`src/rtl/line_fetcher.sv`:
```
// Scanline fetcher: reads WORDS_PER_LINE 16-bit words per line over Wishbone into ping-pong line buffers.
// Optional Wishbone ERR termination (err_i / sticky err_o) is enabled by defining LINE_FETCHER_ERR_EN.
module line_fetcher #(
    parameter int ADR_W          = 23,
    parameter int WORDS_PER_LINE = 40,
    parameter int BUF_AW         = 6
) (
    input  logic              clk_i,
    input  logic              reset_ni,
    input  logic              hsync_i,
    input  logic              vsync_i,
    input  logic              den_i,
    input  logic [ADR_W-1:0]  fb_adr_i,
    input  logic [ADR_W-1:0]  modulo_i,
    output logic              cyc_o,
    output logic              stb_o,
    output logic [ADR_W-1:0]  adr_o,
    input  logic [15:0]       dat_i,
    input  logic              ack_i,
    output logic              lb_we_o,
    output logic              lb_sel_o,
    output logic [BUF_AW-1:0] lb_adr_o,
    output logic [15:0]       lb_dat_o,
    output logic              busy_o,
    output logic              overrun_o
`ifdef LINE_FETCHER_ERR_EN
   ,input  logic              err_i
   ,output logic              err_o
`endif
);

    typedef enum logic {
        IDLE,
        FETCH
    } state_t;

    localparam logic [ADR_W-1:0]  LINE_LEN = ADR_W'(WORDS_PER_LINE);
    localparam logic [BUF_AW-1:0] LAST_IDX = BUF_AW'(WORDS_PER_LINE - 1);

    state_t             state_q, state_d;
    logic [ADR_W-1:0]   line_ptr_q, line_ptr_d;
    logic [ADR_W-1:0]   adr_q, adr_d;
    logic [BUF_AW-1:0]  word_cnt_q, word_cnt_d;
    logic [BUF_AW-1:0]  lb_adr_q, lb_adr_d;
    logic [15:0]        lb_dat_q, lb_dat_d;
    logic               cyc_q, cyc_d;
    logic               lb_we_q, lb_we_d;
    logic               lb_sel_q, lb_sel_d;
    logic               busy_q, busy_d;
    logic               overrun_q, overrun_d;
    logic               trig_q;
    logic               err_q, err_d;

    logic               trig;
    logic               start;
    logic               beat_err;
    logic               line_end;
    logic [ADR_W-1:0]   next_line_ptr;

    assign trig          = hsync_i & den_i;
    assign start         = trig & ~trig_q;
    assign next_line_ptr = line_ptr_q + LINE_LEN + modulo_i;

`ifdef LINE_FETCHER_ERR_EN
    assign beat_err = err_i;
    assign err_o    = err_q;
`else
    assign beat_err = 1'b0;
`endif

    // An ERR beat closes the line exactly like the final ACK, minus the buffer write.
    assign line_end = beat_err | (ack_i & (word_cnt_q == LAST_IDX));

    always_comb begin
        // NOTE: every next-state signal gets a default first so no path leaves one unassigned (no latches).
        state_d    = state_q;
        line_ptr_d = line_ptr_q;
        adr_d      = adr_q;
        word_cnt_d = word_cnt_q;
        lb_adr_d   = lb_adr_q;
        lb_dat_d   = lb_dat_q;
        cyc_d      = cyc_q;
        lb_we_d    = 1'b0;
        lb_sel_d   = lb_sel_q;
        busy_d     = busy_q;
        overrun_d  = 1'b0;
        err_d      = err_q;

        if (vsync_i) begin
            state_d    = IDLE;
            line_ptr_d = fb_adr_i;
            adr_d      = fb_adr_i;
            lb_sel_d   = 1'b0;
            cyc_d      = 1'b0;
            busy_d     = 1'b0;
            err_d      = 1'b0;
        end else begin
            case (state_q)
                IDLE: begin
                    adr_d = line_ptr_q;
                    if (start) begin
                        state_d    = FETCH;
                        cyc_d      = 1'b1;
                        busy_d     = 1'b1;
                        word_cnt_d = '0;
                    end
                end
                FETCH: begin
                    if (start) begin
                        overrun_d = 1'b1;
                    end
                    if (ack_i && !beat_err) begin
                        lb_we_d  = 1'b1;
                        lb_adr_d = word_cnt_q;
                        lb_dat_d = dat_i;
                    end
                    if (beat_err) begin
                        err_d = 1'b1;
                    end
                    if (line_end) begin
                        state_d    = IDLE;
                        cyc_d      = 1'b0;
                        busy_d     = 1'b0;
                        lb_sel_d   = ~lb_sel_q;
                        line_ptr_d = next_line_ptr;
                        adr_d      = next_line_ptr;
                    end else if (ack_i) begin
                        adr_d      = adr_q + ADR_W'(1);
                        word_cnt_d = word_cnt_q + BUF_AW'(1);
                    end
                end
            endcase
        end
    end

    always_ff @(posedge clk_i or negedge reset_ni) begin
        if (!reset_ni) begin
            state_q    <= IDLE;
            line_ptr_q <= '0;
            adr_q      <= '0;
            word_cnt_q <= '0;
            lb_adr_q   <= '0;
            lb_dat_q   <= '0;
            cyc_q      <= 1'b0;
            lb_we_q    <= 1'b0;
            lb_sel_q   <= 1'b0;
            busy_q     <= 1'b0;
            overrun_q  <= 1'b0;
            trig_q     <= 1'b0;
            err_q      <= 1'b0;
        end else begin
            // NOTE: non-blocking assignments so every register samples the pre-edge values.
            state_q    <= state_d;
            line_ptr_q <= line_ptr_d;
            adr_q      <= adr_d;
            word_cnt_q <= word_cnt_d;
            lb_adr_q   <= lb_adr_d;
            lb_dat_q   <= lb_dat_d;
            cyc_q      <= cyc_d;
            lb_we_q    <= lb_we_d;
            lb_sel_q   <= lb_sel_d;
            busy_q     <= busy_d;
            overrun_q  <= overrun_d;
            trig_q     <= trig;
            err_q      <= err_d;
        end
    end

    assign cyc_o     = cyc_q;
    assign stb_o     = cyc_q;
    assign adr_o     = adr_q;
    assign lb_we_o   = lb_we_q;
    assign lb_sel_o  = lb_sel_q;
    assign lb_adr_o  = lb_adr_q;
    assign lb_dat_o  = lb_dat_q;
    assign busy_o    = busy_q;
    assign overrun_o = overrun_q;

endmodule

```
`config.mk`:
```
export PLATFORM = sky130hd
export DESIGN_NAME = line_fetcher
export DESIGN_NICKNAME = d
export VERILOG_FILES = /design/src/rtl/line_fetcher.sv
export SDC_FILE = /design/constraint.sdc
export NUM_CORES = 1
export LEC_CHECK = 0
export BUFFER_PORTS_ARGS = -buffer_cell sky130_fd_sc_hd__buf_2
export CAP_MARGIN = 10
export CORE_MARGIN = 5
export CORE_UTILIZATION = 40
export CTS_CLUSTER_DIAMETER = 150
export DETAILED_ROUTE_END_ITERATION = 6
export PLACE_DENSITY = 0.67
export SLEW_MARGIN = 20
export SYNTH_ARGS = -nofsm -noshare
export SYNTH_HDL_FRONTEND = slang
export SYNTH_SLANG_ARGS = --single-unit
```
`constraint.sdc`:
```
create_clock -name clk_i -period 3.5 [get_ports clk_i]
set_clock_uncertainty 0.15 [all_clocks]
set_input_delay 0.525 -clock clk_i [delete_from_list [all_inputs] [get_ports clk_i]]
set_output_delay 0.525 -clock clk_i [all_outputs]
set_load 0.02 [all_outputs]
```
======== After elaboration in Yosys (flattened, before gate mapping) ========
Cells that the tools add are included.
cells by class
  add/sub/neg operators ................... 4
  eq/ne operators ......................... 7
  multiplexer cells ....................... 27
  bitwise logic cells ..................... 7
  reductions and logical operators ........ 6
operators by type and width
  kind                                                                     number
  23-bit 2-to-1 mux                                                        6
  23-bit case mux with 2 select lines                                      1
  23-bit by 1-bit adder with 23-bit output, second input constant          1
  23-bit adder                                                             1
  23-bit by 6-bit adder with 23-bit output, second input constant          1
  6-bit 2-to-1 mux                                                         3
  1-bit 2-to-1 mux                                                         14
  6-bit case mux with 2 select lines                                       1
  6-bit by 1-bit adder with 6-bit output, second input constant            1
  6-bit == test, second input constant                                     1
  2-bit inequality test, second input constant                             3
  4-bit by 3-bit inequality test with 1-bit output, second input constant  1
  1-bit inverter                                                           4
  1-bit case mux with 2 select lines                                       2
  2-bit AND reduction                                                      2
  4-bit AND reduction                                                      1
  2-bit nonzero test                                                       2
  1-bit AND                                                                3
  3-bit by 2-bit inequality test with 1-bit output, second input constant  1
  3-bit inequality test, second input constant                             1
  3-bit AND reduction                                                      1
word-level totals
  register bits ........................... 80
  input port bits ......................... 68
  output and inout bits ................... 51
  word-level logic and storage cells ...... 62

======== Longest topological paths before layout ========
  depth after elaboration ................. 5
  mapped depth ............................ 10
  mapped depth without buffers ............ 10

======== Least setup slack after synthesis ========
OpenSTA, ideal clock, no wires.
  kind .................................... input to register
  start point ............................. input modulo_i[1]
  end point ............................... register adr_q[21], in the netlist adr_o[21]
  setup time .............................. 87 ps
  arrival time ............................ 2,743 ps
  required time ........................... 3,263 ps
  slack ................................... 520 ps
  stages .................................. 9
  buffers on the path ..................... 0
  path through ............................ ha_1 -> ha_1 -> fa_1 -> a211oi_1 -> o21a_1 -> o22ai_1 -> a31o_1 -> or3_1 -> o211ai_1
on the way
  longest elaborated chain between the ends .. 4
RTL lines
  item                                 line  RTL
  from (decl)                          14    input logic [ADR_W-1:0] modulo_i,
  23-bit adder                         62    assign next_line_ptr = line_ptr_q + LINE_LEN + modulo_i;
  23-bit 2-to-1 mux                    120   if (line_end) begin
  23-bit case mux with 2 select lines  98    case (state_q)
  23-bit 2-to-1 mux                    89    if (vsync_i) begin
  to (signal assigned)                 155   adr_q <= adr_d;
  to (decl)                            42    logic [ADR_W-1:0] adr_q, adr_d;
Every way passes these cells.
A chain may end at the register's enable or synchronous reset.

======== Worst setup path after layout ========
  start point ............................. register line_ptr_q[1]
  end point ............................... register adr_q[21], in the netlist adr_o[21]
on the way
  longest elaborated chain between the ends .. 5
RTL lines
  item                                      line  RTL
  from (decl)                               41    logic [ADR_W-1:0] line_ptr_q, line_ptr_d;
  from (signal assigned)                    154   line_ptr_q <= line_ptr_d;
  23-bit by 6-bit adder with 23-bit output  62
  23-bit adder                              62
  23-bit 2-to-1 mux                         120
  23-bit case mux with 2 select lines       98
  23-bit 2-to-1 mux                         89
Every way passes these cells.

==> qor.csv <==
stage;metric;value;unit
outcome;run status;complete, no violations;
hold_path;hold depth;3;
final_layout;cell area after layout;0.007262;mm^2
global_routing;GRT Overall Usage;22.39;%
detailed_routing;WL final;19690;um
place;pre-CTS setup slack;0.2121;ns
floorplanning;die area;0.01787;mm^2
global_routing;initial antenna violation count;0;
detailed_routing;Via Count;6272;
pwr;Int Power;2.036;mW
clocking;Num Clock Sinks;80;
pwr;Comb pwr share;34.6;%
detailed_routing;WL per Instance;18.48;um
final_layout;ant diodes;0;
synth;Async S/R FF share, synth;100.0;%
sta;final setup TNS;0;ns
setup_path;RR Startpoint;line_ptr_q[1];
synth;YS warnings;0;
sta;setup violators final;0;
sta;max-slew violation count;0;
synth;largest family of logic cells by synthesized area;simple AND/OR/NAND/NOR gates;
clocking;H-Tree Level Count;3;
synth;Compound-Gate Fraction of Synth Area;22.94;%
pwr;Static Leak;3.427;nW
floorplanning;Die Span X;133.7;um
setup_path;R2R Setup Slk;0.43;ns
pwr;Overall Power;3.311;mW
floorplanning;I/O pin count;119;
setup_path;crit path kind;flip-flop to flip-flop;
place;detailed placer's ending HPWL;14760;um
final_layout;layout cell share with drive strength beyond 1;19.27;%
final_layout;commonest non-fill, non-tap cells in the layout;117 x buf_2, 115 x nand2_1, 80 x dfrtp_1;
pwr;Max IR drop VDD;0.2625;mV
synth;Synth Flop Type;dfrtp_1;
clocking;CTS root buf;clkbuf_16;
floorplanning;total core area;0.01509;mm^2
pwr;PD cells;456.0;mW/mm^2
detailed_routing;Pre-antenna DRT Iters;5;
setup_path;Max FO, Critical Path;4;
synth;Mapped Area;0.006118;mm^2
synth;Mapped Cells;763;
synth;syn nets;877;
detailed_routing;DRT iter0 DRCs;513;
synth;register area share after synthesis;32.72;%
setup_path;Startpoint Class;flip-flop;
place;GPL Wtd Cong;0.9809;
sta;final period utilization;87.84;%
synth;post-synthesis simple-gate area fraction;25.07;%
clocking;CTS Buf Count;9;
synth;count of cell types in the netlist;72;
pwr;Clock power frac;29.8;%
hold_path;Hold Path Sink;lb_dat_o[8];
synth;xor/xnor share of the synthesized area;3.149;%
detailed_routing;# DRC;0;
setup_path;cells on worst reg2reg path;9;
detailed_routing;post-route ant nets;0;
setup_path;Worst setup EP type;flip-flop;
sta;count of final hold-check violations;0;
clocking;CTS clk-pin slew, worst paths;0.07;ns
place;placed cell areas;0.006949;mm^2
sta;Max Clk Rate;325.3;MHz
place;dpl cells;1048;
sta;RSZ-0062 raised after global routing;false;
synth;EDFF count, synth;0;
floorplanning;num rows;45;
synth;#FFs+latches synth;80;
final_layout;area grow syn2layout;18.69;%
global_routing;vias in the first global route;6196;
clocking;clk_lat worst skew;0.35;ns
sta;Worst-Margin Slew;0.8443;ns
final_layout;Layout Utilization;48.13;%
place;port bufs;118;
global_routing;first-pass GRT wire length;32260;um
hold_path;hold_sp;dat_i[8];
final_layout;number of fill cells;1569;
sta;worst hold slack;0.2095;ns
hold_path;hold crit path type;input port to flip-flop;
floorplanning;Die Y;133.7;um
final_layout;Post-Layout Cell Count;1065;
setup_path;CP required;3.62;ns
clocking;CTS max path bufs;2;
sta;fin worst setup slack;0.4257;ns
detailed_routing;DR vias/cell;5.889;
final_layout;commonest non-fill, non-tap cell in the layout;buf_2;
sta;final worst path period need;3.074;ns
synth;mux cell area share after synthesis;1.513;%
sta;max_slew headroom;43.19;%
global_routing;largest net degree at the start of global routing;30;
setup_path;Critical Path AT;3.19;ns
final_layout;nets;986;
clocking;CTS tree;yes;
floorplanning;Initial Util;40.55;%
synth;Post-Synth Adder-Cell Area;9.530;%
pwr;Switching Share;38.50;%
synth;Avg Cell Area, Syn;8.019;um^2
pwr;Flop pwr share;35.6;%
setup_path;Reg-to-Reg End;adr_o[21];
pwr;switching power;1.275;mW
global_routing;total gr overflow;0;
run;Max Cap Viol;0;
worst max-delay path: stages, from the launching register on:
cell,delay [ns]
dfrtp_1,0.40
ha_1,0.29
ha_1,0.23
fa_1,0.45
a211oi_1,0.36
o21a_1,0.23
o22ai_1,0.17
a31o_1,0.29
or3_1,0.35
o211ai_1,0.09
power by group through the flow:
| stage | logic (mW) | registers (mW) | clock network (mW) |
|---|---|---|---|
| after floorplan | 0.660 | 1.28 | 0 |
| after global placement | 1.13 | 1.19 | 0 |
| after detailed placement | 1.14 | 1.19 | 0 |
| after CTS | 1.14 | 1.18 | 1.01 |
| after global routing | 1.28 | 1.20 | 1.04 |
| final | 1.15 | 1.18 | 0.987 |
sequential cells by signal (all words and copies together), names as in the netlist:
name / cells
lb_dat_o: 16
trig_q: 1
line_ptr_q: 23
overrun_o: 1
lb_sel_o: 1
state_q: 1
adr_o: 23
busy_o: 1
lb_adr_o: 6
word_cnt_q: 6
lb_we_o: 1
Yosys cell counts, types with 9 or more instances:
cell,n,share of area [%]
a211oi_1,12,1.5
a21oi_1,59,4.8
a31oi_1,10,1.0
clkbuf_1,34,2.1
dfrtp_1,80,33
ha_1,45,9.2
inv_1,31,1.9
nand2_1,115,7.1
nand3_1,22,1.8
nand4_1,14,1.4
nor2_1,63,3.9
nor3_1,22,1.8
o211ai_1,13,1.6
o21ai_0,30,2.5
o21ai_1,12,0.98
or4_1,9,1.1
xnor2_1,11,1.6
xor2_1,11,1.6
cell type report:
class                   count  area (um^2)  area share [%]
well taps                 188        235.2           3.239
flip-flops and latches     80         2002           27.57
repair buffers            142        775.7           10.68
clock inverters             7        77.57           1.068
multi-input cells         605         3819           52.58
inverters                  34        127.6           1.757
clock buffers               9        225.2           3.101
worst max path at each step:
stage	start	end	cells after the start
6_report	line_ptr_q[1]	adr_o[21]	9
5_1_grt	line_ptr_q[1]	adr_o[21]	9
4_1_cts	line_ptr_q[1]	adr_o[21]	9
3_5_place_dp	modulo_i[1]	line_ptr_q[21]	10
3_3_place_gp	modulo_i[1]	adr_o[21]	10
2_1_floorplan	modulo_i[1]	adr_o[21]	9
cells by family after synthesis:
kind of cell    after synthesis
simple gates                314
flops                        80
mux                           9
compound gates              214
fa+ha+maj                    46
xor+xnor                     22
buf+inv                      78
layer usage:
layer	GRT usage, %	share of wire [%]	up-vias
met5	0	0	-
met4	9.771	3.2	0
met3	3.399	6.5	35
met2	35.27	46	253
met1	30.56	44	2967
li1	-	-	3017
timing repair:
item | 4_1_cts | 5_1_grt
endpoints found under the hold margin | 27 | 0
resized for setup | 0 | 0
setup buffers | 0 | 0
hold buffers | 1 | 0
No activity file was read; power rests on OpenSTA's default activity.
